File: src/rtl/ascensor_pkg.sv
// rtl/ascensor_pkg.sv - shared constants, cab state type and sensor decode helpers
package ascensor_pkg;

    localparam int N_PISOS = 10;
    localparam int W_PISO  = 4;

    typedef enum logic [1:0] {
        REPOSO   = 2'd0,
        SUBIENDO = 2'd1,
        BAJANDO  = 2'd2,
        PUERTA   = 2'd3
    } estado_cabina_t;

    function automatic logic onehot_valido(input logic [N_PISOS-1:0] v);
        return (v != '0) && ((v & (v - N_PISOS'(1))) == '0);
    endfunction

    // Only meaningful when the input is one-hot; callers gate with onehot_valido.
    function automatic logic [W_PISO-1:0] onehot_a_idx(input logic [N_PISOS-1:0] v);
        logic [W_PISO-1:0] idx;
        idx = '0;
        for (int i = 0; i < N_PISOS; i++) begin
            if (v[i]) begin
                idx = idx | W_PISO'(i);
            end
        end
        return idx;
    endfunction

endpackage

File: src/rtl/temporizador_puerta.sv
// rtl/temporizador_puerta.sv - door dwell down counter, reloadable while the door is open
module temporizador_puerta #(
    parameter int T_PUERTA = 50
) (
    input  logic clk,
    input  logic rst,
    input  logic cargar,
    input  logic habilitar,
    output logic fin
);

    localparam int W_CNT = $clog2(T_PUERTA);

    logic [W_CNT-1:0] r_cnt;

    always_ff @(posedge clk) begin
        if (rst) begin
            r_cnt <= '0;
        end else if (cargar) begin
            r_cnt <= W_CNT'(T_PUERTA - 1);
        end else if (habilitar && (r_cnt != '0)) begin
            r_cnt <= r_cnt - W_CNT'(1);
        end
    end

    assign fin = (r_cnt == '0);

endmodule

File: src/rtl/control_cabina.sv
// rtl/control_cabina.sv - cab motion and door FSM feeding floor status back to the scheduler
module control_cabina
    import ascensor_pkg::*;
#(
    parameter int T_PUERTA = 50
) (
    input  logic               clk,
    input  logic               rst,
    input  logic [W_PISO-1:0]  estado_final,
    input  logic [N_PISOS-1:0] s,
    input  logic [N_PISOS-1:0] sensor_piso,
    input  logic               boton_abrir,
    output logic [W_PISO-1:0]  estado_inicial,
    output logic               cambio_piso,
    output logic               esperar,
    output logic               motor_subir,
    output logic               motor_bajar,
    output logic               puerta_abierta,
    output logic [N_PISOS-1:0] piso_atendido
);

    localparam logic [N_PISOS-1:0] UNO     = N_PISOS'(1);
    localparam logic [W_PISO-1:0]  PISO_UP = W_PISO'(N_PISOS - 1);

    estado_cabina_t     r_estado;
    logic [W_PISO-1:0]  r_piso;
    logic               r_cambio;
    logic               r_puerta;
    logic               r_subir;
    logic               r_bajar;
    logic [N_PISOS-1:0] r_atendido;

    estado_cabina_t     w_estado_sig;
    logic [W_PISO-1:0]  w_piso_sig;
    logic               w_cambio_sig;
    logic               w_puerta_sig;
    logic               w_subir_sig;
    logic               w_bajar_sig;
    logic [N_PISOS-1:0] w_atendido_sig;
    logic               w_cargar;
    logic               w_fin;

    logic               w_valido;
    logic [W_PISO-1:0]  w_f;
    logic               w_nuevo;
    logic               w_final_ok;

    assign w_valido   = onehot_valido(sensor_piso);
    assign w_f        = onehot_a_idx(sensor_piso);
    assign w_nuevo    = w_valido && (w_f != r_piso);
    assign w_final_ok = (estado_final < W_PISO'(N_PISOS));

    always_comb begin
        w_estado_sig   = r_estado;
        w_piso_sig     = r_piso;
        w_cambio_sig   = 1'b0;
        w_puerta_sig   = 1'b0;
        w_subir_sig    = 1'b0;
        w_bajar_sig    = 1'b0;
        w_atendido_sig = '0;
        w_cargar       = 1'b0;

        case (r_estado)
            REPOSO: begin
                // Resync after reset or drift takes a whole cycle so the request check sees the true floor.
                if (w_nuevo) begin
                    w_piso_sig = w_f;
                end else if (s[r_piso]) begin
                    w_estado_sig   = PUERTA;
                    w_puerta_sig   = 1'b1;
                    w_atendido_sig = UNO << r_piso;
                    w_cargar       = 1'b1;
                end else if (w_final_ok && (estado_final > r_piso)) begin
                    w_estado_sig = SUBIENDO;
                    w_subir_sig  = 1'b1;
                end else if (w_final_ok && (estado_final < r_piso)) begin
                    w_estado_sig = BAJANDO;
                    w_bajar_sig  = 1'b1;
                end
            end

            SUBIENDO: begin
                w_subir_sig = 1'b1;
                if (w_nuevo) begin
                    w_piso_sig   = w_f;
                    w_cambio_sig = 1'b1;
                    if (s[w_f] || (w_f == estado_final)) begin
                        w_subir_sig    = 1'b0;
                        w_estado_sig   = PUERTA;
                        w_puerta_sig   = 1'b1;
                        w_atendido_sig = UNO << w_f;
                        w_cargar       = 1'b1;
                    end else if (!w_final_ok || (estado_final < w_f) || (w_f == PISO_UP)) begin
                        w_subir_sig  = 1'b0;
                        w_estado_sig = REPOSO;
                    end
                end
            end

            BAJANDO: begin
                w_bajar_sig = 1'b1;
                if (w_nuevo) begin
                    w_piso_sig   = w_f;
                    w_cambio_sig = 1'b1;
                    if (s[w_f] || (w_f == estado_final)) begin
                        w_bajar_sig    = 1'b0;
                        w_estado_sig   = PUERTA;
                        w_puerta_sig   = 1'b1;
                        w_atendido_sig = UNO << w_f;
                        w_cargar       = 1'b1;
                    end else if (!w_final_ok || (estado_final > w_f) || (w_f == '0)) begin
                        w_bajar_sig  = 1'b0;
                        w_estado_sig = REPOSO;
                    end
                end
            end

            PUERTA: begin
                w_puerta_sig = 1'b1;
                if (boton_abrir) begin
                    w_cargar = 1'b1;
                end else if (w_fin) begin
                    w_puerta_sig = 1'b0;
                    w_estado_sig = REPOSO;
                end
            end

            default: begin
                w_estado_sig = REPOSO;
            end
        endcase
    end

    temporizador_puerta #(
        .T_PUERTA (T_PUERTA)
    ) u_temporizador (
        .clk       (clk),
        .rst       (rst),
        .cargar    (w_cargar),
        .habilitar (r_estado == PUERTA),
        .fin       (w_fin)
    );

    always_ff @(posedge clk) begin
        if (rst) begin
            r_estado   <= REPOSO;
            r_piso     <= '0;
            r_cambio   <= 1'b0;
            r_puerta   <= 1'b0;
            r_subir    <= 1'b0;
            r_bajar    <= 1'b0;
            r_atendido <= '0;
        end else begin
            r_estado   <= w_estado_sig;
            r_piso     <= w_piso_sig;
            r_cambio   <= w_cambio_sig;
            r_puerta   <= w_puerta_sig;
            r_subir    <= w_subir_sig;
            r_bajar    <= w_bajar_sig;
            r_atendido <= w_atendido_sig;
        end
    end

    assign estado_inicial = r_piso;
    assign cambio_piso    = r_cambio;
    assign esperar        = r_puerta;
    assign puerta_abierta = r_puerta;
    assign motor_subir    = r_subir;
    assign motor_bajar    = r_bajar;
    assign piso_atendido  = r_atendido;

endmodule

File: config.mk
export PLATFORM = sky130hd
export DESIGN_NAME = control_cabina
export DESIGN_NICKNAME = d
export VERILOG_FILES = /design/src/rtl/ascensor_pkg.sv /design/src/rtl/temporizador_puerta.sv /design/src/rtl/control_cabina.sv
export SDC_FILE = /design/constraint.sdc
export NUM_CORES = 1
export LEC_CHECK = 0
export CAP_MARGIN = 20
export CORE_UTILIZATION = 45
export CTS_CLUSTER_SIZE = 28
export DETAILED_ROUTE_END_ITERATION = 8
export PLACE_DENSITY = 0.74
export SKIP_LAST_GASP = 1
export SYNTH_ARGS = -nofsm -noshare
export SYNTH_HDL_FRONTEND = slang
export SYNTH_SLANG_ARGS = --single-unit
File: constraint.sdc
create_clock -name clk -period 3.2 [get_ports clk]
set_clock_uncertainty 0.15 [all_clocks]
set_input_delay 0.64 -clock clk [delete_from_list [all_inputs] [get_ports clk]]
set_output_delay 0.64 -clock clk [all_outputs]
set_load 0.02 [all_outputs]
==> results of run 1 <==
area by class of cell:
class | instances | area, um2
clock buffer | 3 | 41.3
sequential | 26 | 520
clock inverter | 1 | 30.0
inverter | 12 | 47.5
timing repair buffer | 86 | 752
fill | 329 | 1210
multi-input combinational | 169 | 1340
tap | 50 | 62.6
power by group through the flow:
stage,logic (uW),clock network (uW),registers [uW]
floorplan,285,0,410
global placement,468,0,400
detailed placement,478,0,402
CTS,493,282,396
global route,578,291,399
finish,527,274,396
worst paths after layout:
| path | from | endpoint | slack (ns) |
|---|---|---|---|
| setup reg to reg | estado_inicial[0]$_SDFFE_PP0P_ | r_estado[0]$_SDFFE_PP0P_ | 0.55 |
| hold / removal | u_temporizador.r_cnt[2]$_SDFFE_PP0P_ | u_temporizador.r_cnt[2]$_SDFFE_PP0P_ | 0.39 |
| setup / recovery | sensor_piso[6] | r_estado[0]$_SDFFE_PP0P_ | 0.06 |
| hold reg to reg | u_temporizador.r_cnt[2]$_SDFFE_PP0P_ | u_temporizador.r_cnt[2]$_SDFFE_PP0P_ | 0.39 |
what timing repair did:
item	in CTS	in global routing
endpoints found under the setup margin	7	7
pin swaps	9	12
buffers inserted	2	2
gates resized for setup	16	14
placed cells by master (no fill, tap or decap), types with 3 or more instances in the layout:
cell                              count
sky130_fd_sc_hd__nor4_1               4
sky130_fd_sc_hd__a21oi_1             16
sky130_fd_sc_hd__ha_1                13
sky130_fd_sc_hd__xnor2_1              7
sky130_fd_sc_hd__o211ai_1             3
sky130_fd_sc_hd__nand2_1             10
sky130_fd_sc_hd__buf_4               40
sky130_fd_sc_hd__a211oi_1             4
sky130_fd_sc_hd__inv_1               10
sky130_fd_sc_hd__or3_1                3
sky130_fd_sc_hd__dlygate4sd2_1        6
sky130_fd_sc_hd__nand4_1              3
sky130_fd_sc_hd__nor2b_1              3
sky130_fd_sc_hd__and3_1               4
sky130_fd_sc_hd__nor3_1               6
sky130_fd_sc_hd__dfxtp_1             26
sky130_fd_sc_hd__nor2_1              15
sky130_fd_sc_hd__nand3_1             11
sky130_fd_sc_hd__clkdlybuf4s50_1     37
sky130_fd_sc_hd__clkbuf_8             3
sky130_fd_sc_hd__o21ai_0              5
sky130_fd_sc_hd__nand2b_1             3
sky130_fd_sc_hd__o22ai_1              4
cells in the mapped netlist (2+ instances only):
cell	n	share of area [%]
sky130_fd_sc_hd__nand2b_1	3	1.0
sky130_fd_sc_hd__a211oi_1	4	1.6
sky130_fd_sc_hd__nand4_1	3	1.0
sky130_fd_sc_hd__o211ai_1	3	1.2
sky130_fd_sc_hd__o22ai_1	4	1.3
sky130_fd_sc_hd__clkbuf_1	6	1.2
sky130_fd_sc_hd__nor2b_1	4	1.3
sky130_fd_sc_hd__and4b_1	2	1.1
sky130_fd_sc_hd__or3_1	3	1.0
sky130_fd_sc_hd__xnor2_1	7	3.3
sky130_fd_sc_hd__and3_1	5	1.7
sky130_fd_sc_hd__o21bai_1	2	0.81
sky130_fd_sc_hd__or2_2	2	0.67
sky130_fd_sc_hd__nand3_1	11	3.0
sky130_fd_sc_hd__nand2_1	10	2.0
sky130_fd_sc_hd__nor2_1	15	3.0
sky130_fd_sc_hd__mux2i_1	2	1.1
sky130_fd_sc_hd__nor3_1	6	1.6
sky130_fd_sc_hd__ha_1	14	9.4
sky130_fd_sc_hd__a21oi_1	17	4.6
sky130_fd_sc_hd__nor4_1	5	1.7
sky130_fd_sc_hd__buf_4	3	1.2
sky130_fd_sc_hd__nand4b_1	2	0.94
sky130_fd_sc_hd__o21ai_0	5	1.3
sky130_fd_sc_hd__o41ai_1	2	0.94
sky130_fd_sc_hd__or4_1	2	0.81
sky130_fd_sc_hd__o21ai_1	2	0.54
sky130_fd_sc_hd__inv_1	11	2.2
sky130_fd_sc_hd__dfxtp_1	26	28
sky130_fd_sc_hd__mux2_2	4	2.4
sky130_fd_sc_hd__mux4_2	2	2.4
registers in the layout, summed over array words and instances, names as in the netlist:
signal / cells
estado_inicial: 4
motor_subir: 1
cambio_piso: 1
piso_atendido: 10
r_estado: 2
motor_bajar: 1
u_temporizador.r_cnt: 6
esperar: 1
metal layers:
metal,vias to the layer above,GRT usage [%],part of all wire [%]
met5,-,0,0
met4,0,6.91,1.4
met3,9,3.79,5.2
met2,58,43.8,49
met1,946,29.8,44
li1,976,-,-
stage by stage:
stage          util, %  total power (uW)  hold WS, ns
6_report          69.8              1200        0.393
5_1_grt           69.8              1270        0.412
3_5_place_dp      65.0               881        0.379
3_3_place_gp      65.0               867        0.367
2_1_floorplan        -               695        0.354
4_1_cts           67.9              1170        0.394
logic make-up (layout without fill, tap and decap cells):
| family | after synthesis | count (layout) | share of synthesized area, % |
|---|---|---|---|
| compound gates | 55 | 55 | 20.5 |
| xor+xnor | 8 | 8 | 3.76 |
| fa+ha+maj | 16 | 16 | 10.5 |
| buf+inv | 23 | 102 | 5.30 |
| flops | 26 | 26 | 27.9 |
| mux | 8 | 8 | 5.91 |
| simple gates | 82 | 82 | 26.0 |
worst reg2reg max path: cells and delay by family, from the launching register on:
family,cells,cell delay (ns)
muxes,2,0.90
DFF,1,0.71
AOI/OAI and AO/OA,4,0.67
and+or+nand+nor,1,0.12
==> out/results.txt, run 1 <==
The flow ran to the end, and the final reports show no timing, DRC or antenna violations. Dividing total power by cell area gives a power density of 428 mW/mm2. The die is 66.4 um tall. The number of ports placed on the die boundary was 46.

The floorplan has 23 rows. In this run, the clock network consumes 22.9% of the power. Most used flip-flop cell after synthesis: sky130_fd_sc_hd__dfxtp_1. Dominant delay contributor by cell family on the critical path: compound AO/OA/AOI/OAI gates.

In the routed layout, each cell is associated on average with a via count of 5.73. The width of the die works out to 66.4 um. Across the run, the number of max-cap violations was 0. The internal portion of total power is 794 uW, and the number of instances in the placed design is 339. On the critical path, the stage with the largest delay is an instance of sky130_fd_sc_hd__or4_4. For the initial DRC count, the log shows 130. Counting instances, the worst hold path has a depth of 2.

The finished layout holds 347 standard cells, fillers aside. The category of the most critical setup path is input pin to flip-flop. In this run, CTS created clock tree buffers numbering 3.

The power share of the combinational group came out at 44.0%. For this run the aggregate overflow at the end of global routing stands at 0. The minimum setup slack after placement came out at -0.492 ns. The first global-routing pass estimated 8.31 mm of wire. Traced cell by cell, the critical path runs through dlygate4sd2_1 > or4_4 > inv_4 > buf_4 > nand2_1 > and3_1 > o211ai_1 > o21ai_2 > a221oi_4 > mux2_4. The die covers 0.00440 mm2. Mean routed wirelength per cell: 14.6 um.

Path category of the worst min-delay check: flip-flop to flip-flop. The total of flip-flops plus latches after synthesis is 26. For the worst setup path, the data arrival time is 3.16 ns.

TritonCTS built the clock tree. For the sum of routed wire length over all layers, the log shows 5.07 mm. The longest clock path from root to sink contains 2 buffers. The final route contains 1989 vias.

The per-instance average area after synthesis was 8.55 um2. Count of H-tree levels built during CTS: 1. The share of layout cells above drive strength 1 was 25.6%; the worst relative slew slack was 59.6%. The share of total power in sequential cells came out at 33.1%. The TritonCTS sink count was 26. Clock-pin slew was measured on the worst setup and hold paths at 0.09 ns. For the worst-skew pair, the clock arrives at the later sink with an insertion delay of 0.28 ns.

The register area share after synthesis is 27.9%. After detailed routing, the number of remaining DRC violations is 0. STA classifies the critical path endpoint as a flip-flop. Adding up every negative setup slack in the final design gives 0 ns.

For this run, the top clock speed supported by timing is 319 MHz. The initial utilization of the core area, before any placement, comes to 46.6%. After layout, the worst path uses 98.0% of the clock period. For the cell area after synthesis, the log shows 0.00186 mm2. For the total number of nets in the final design, the log shows 339. Buffers placed on the I/O ports in this run total 45.

Synthesis produced 218 cells. Along the worst path, the maximum fanout reaches 4. The minimum period implied by the final worst setup slack is 3.14 ns, and the slew of the pin with the lowest slew margin is 0.606 ns. Entering global routing, the biggest net connects 16 pins.

Of the total power, the share spent switching nets is 33.7%. The area added between synthesis and finish works out to 49.9%. The number of nets handed over by synthesis was 259. The logs give 0.00279 mm2 for the post-route cell area and 3.23 ns for the worst endpoint required time. During synthesis, Yosys emitted a total of 0 warnings. VDD sags by at most 397 uV. Global routing used 24.4% of the available tracks across all layers.

The share of flip-flops with an asynchronous set or reset works out to 0%. For this design the static power due to leakage is 0.00112 uW. The largest stage delay on the critical path works out to 0.57 ns. The run gives 0 as the number of buffers inserted by hold repair at cts. The tools report the final-report max-slew violation count as 0.

Clock tree root buffer cell: sky130_fd_sc_hd__clkbuf_8. Setup violations remaining at the end of the flow were counted as 0. For this design the total switching power over the nets is 403 uW.

Summing all placed instances gives a cell area of 0.00260 mm2. The run gives 0 as the number of hold-slack violations in the final timing report. The worst-case reg-to-reg path depth came out at 7. The worst setup path is launched from an input pin. The placed wire-length estimate came out at 3.79 mm. For this run, the detailed router's first-pass iteration total came to 4. The initial antenna violation count is 0. The worst setup margin is 0.0633 ns, and the area of the core is 0.00400 mm2. The number of enable-type register cells in the synthesized netlist is 0, and the number of diodes added for antenna fixing is 0.

The number of buffer and inverter stages on the critical path was 3; the number of distinct library cells after synthesis was 62. Once detail routing completed, the nets flagged for antenna violations numbered 0. The run gives 0.873 as the placer's final routability congestion estimate. The number of global-route vias before repair is 1831, and the total number of cells along the worst setup path is 10.
Note: power is estimated with default switching activity, not from simulation.
==> run 2: changes to the inputs <==
Settings changed: CORE_UTILIZATION 45 to 48, DONT_BUFFER_PORTS from default to 1, PLACE_DENSITY 0.74 to 0.62.
==> run 2 against run 1 <==
  * Power decreased by 19%
  * Routed wire length shrank 9.9%
  * Global-route usage shrank 0.14 points
  * Largest power group is now sequential cells
  * Worst setup slack gained 0.19 ns
  * First-iteration DRC count increased by 3.8%
  * Non-clock buffer count is 74 lower
  * Count of clock-buffer cells in the layout increased by 1
==> out/results.txt, run 2 (synthesized netlist as in run 1, its figures left out) <==
The critical path goes through or4_1 > inv_2 > ha_1 > nor2b_1 > o211ai_1 > a22oi_1 > nand2_1 > o21ai_1 > a221oi_2 > mux2_2. The tools report the clock tree root buffer cell as sky130_fd_sc_hd__clkbuf_8. TritonCTS built the clock tree. The initial antenna violation count is 0 (unchanged), and the data arrival at the endpoint of the critical path is 2.96 ns (-0.20 ns). Worst endpoint required time: 3.21 ns (-0.02 ns). Largest net degree at the start of global routing: 21 (+5). The achievable clock frequency is 340 MHz (+6.5%). The tools report the leakage power as 0.000764 uW (-32%). Number of flip-flops under the largest register name: 10 (unchanged).

The tools report the initial DRC count as 135 (+3.8%). The number of gates resized after CTS was 0 (-16); the area of placed instances was 0.00196 mm2 (-25%). Leaving out fill and tap cells, the most frequent cells in the layout are sky130_fd_sc_hd__dfxtp_1, sky130_fd_sc_hd__a21oi_1, sky130_fd_sc_hd__nor2_1. The sum of routed wire length over all layers is 4.57 mm (-9.9%). Number of setup violations in the final report: 0 (unchanged). The flow ran to the end, and the final reports show no timing, DRC or antenna violations.

Number of diodes added for antenna fixing: 0 (unchanged). The area of the core is 0.00369 mm2 (-7.8%). For the number of global-route vias before repair, the log shows 1658 (-9.4%).

The power per cell area is 481 mW/mm2 (+12%), and the total number of nets in the final design is 265 (-22%). The run gives 0.00414 mm2 (-6.1%) as the full die area. The number of ports placed on the die boundary was 46 (unchanged). The area added between synthesis and finish came out at 8.12%. The largest stage delay on the critical path is 0.55 ns (-0.02 ns), and the number of buffers added on ports is 0 (-100%). For the routed via count, the log shows 1699 (-15%).

The total CTS buffers is 3 (unchanged). The die boundary height works out to 64.3 um (-3.1%). The worst setup path is captured at a flip-flop.

The cell with the biggest individual delay on the critical path was sky130_fd_sc_hd__or4_1. The worst slack on hold paths was 0.283 ns (-0.110 ns). The run gives 0 ns (unchanged) as the final total negative setup slack. The placer's final routability congestion estimate is 0.882 (+1.1%), and the highest net fanout along the worst path is 7 (+3). The share of layout cells above drive strength 1 came out at 14.8% (-11 points). The post-route DRC violation count is 0 (unchanged), and the placed wire-length estimate is 3.61 mm (-4.8%). The slew of the pin with the lowest slew margin came out at 0.604 ns (-0.00157 ns). The first-pass GRT wire length was 7.86 mm (-5.5%).

The clock transition at the registers of the reported paths is 0.08 ns (about the same). Setup repair after global routing left no endpoint under its margin. The deepest clock path buffer count is 2 (unchanged), and the number of antenna-violating nets in the routed design is 0 (unchanged). The logs give 22 (-4.3%) for the row count and 26 (unchanged) for the TritonCTS sink count.

For the final-report max-slew violation count, the log shows 0 (unchanged). The initial standard-cell utilization of the core came out at 50.5% (+3.9 points). The number of hold-slack violations in the final timing report was 0 (unchanged). The logs give 0 (unchanged) for the number of buffers inserted by hold repair at cts and 1 (unchanged) for the count of H-tree levels built during CTS. For the overall power consumption, the log shows 970 uW (-19%). For the post-CTS setup buffer count, the log shows 0 (-2).

Critical path startpoint category: an input pin. The global router's overall resource usage is 24.3% (-0.14 points). The logs give 4 (unchanged) for the total iterations of the first detailed-routing run and 0.26 ns (-0.02 ns) for the latest clock arrival within the worst-skew pair.

The path category of the worst min-delay check is input pin to flip-flop. The tools report the post-route cell area as 0.00202 mm2 (-28%). The most frequent standard cell in the layout excluding fill and tap cells is sky130_fd_sc_hd__dfxtp_1. Average via count per standard cell: 6.27 (+9.4%). The mean routed wirelength per cell is 16.8 um (+15%), and the width of the die is 64.3 um (-3.1%). For the total grt overflow, the log shows 0 (unchanged). The maximum ir drop on the vdd rail is 319 uV (-20%), and the number of max-cap violations is 0 (unchanged).

The critical path is of the input pin to flip-flop type. The run gives 59.4% (-0.15 points) as the worst relative slew slack. The minimum period implied by the final worst setup slack was 2.95 ns (-0.191 ns). The share of the cycle needed by the critical path after routing came out at 92.0% (-6.0 points).
==> run 2: worst max-delay path, delay by kind of cell <==
family | cells | cell delay [ns]
adder cells (fa/ha/maj) | 1 | 0.25
AO/OA/AOI/OAI | 4 | 0.77
buffers and inverters | 1 | 0.15
AND/OR/NAND/NOR | 3 | 0.78
multiplexers | 1 | 0.37
==> run 2: path summary, 6_finish.rpt <==
check	startpoint	to	slack, ns	cells after the start
min reg2reg	u_temporizador.r_cnt[2]$_SDFFE_PP0P_	u_temporizador.r_cnt[2]$_SDFFE_PP0P_	0.41	2
max reg2reg	estado_inicial[3]$_SDFFE_PP0P_	r_estado[0]$_SDFFE_PP0P_	0.53	6
max	sensor_piso[3]	r_estado[0]$_SDFFE_PP0P_	0.25	10
min	rst	u_temporizador.r_cnt[0]$_SDFFE_PP0P_	0.28	1
==> run 2: layer usage <==
metal	share of wire [%]	GRT usage (%)	wire (um)
met5	0	0	0
met4	0.96	5.56	44
met3	5.4	5.89	247
met2	46	38.0	2120
met1	47	33.4	2150
==> run 2: power by group <==
group	switching [uW]	internal, uW
sequential	52.5	364
clock	93.4	110
combinational	199	151
==> run 2: stage by stage <==
step                std cells  utilization, %  worst slack, ns
detailed placement        267            53.2          -0.0156
CTS                       271            54.6            0.255
global placement          267            53.2           0.0405
floorplan                 218               -           0.0899
global route              271            54.6           0.0981
finish                    271            54.6            0.255
==> run 2: cell type report <==
cell class              instances  area (um2)
clock buffers                   4        55.1
fillers                       357        1670
inverters                      12        45.0
multi-input cells             169        1240
flip-flops and latches         26         520
well taps                      48        60.1
repair buffers                 12        90.1
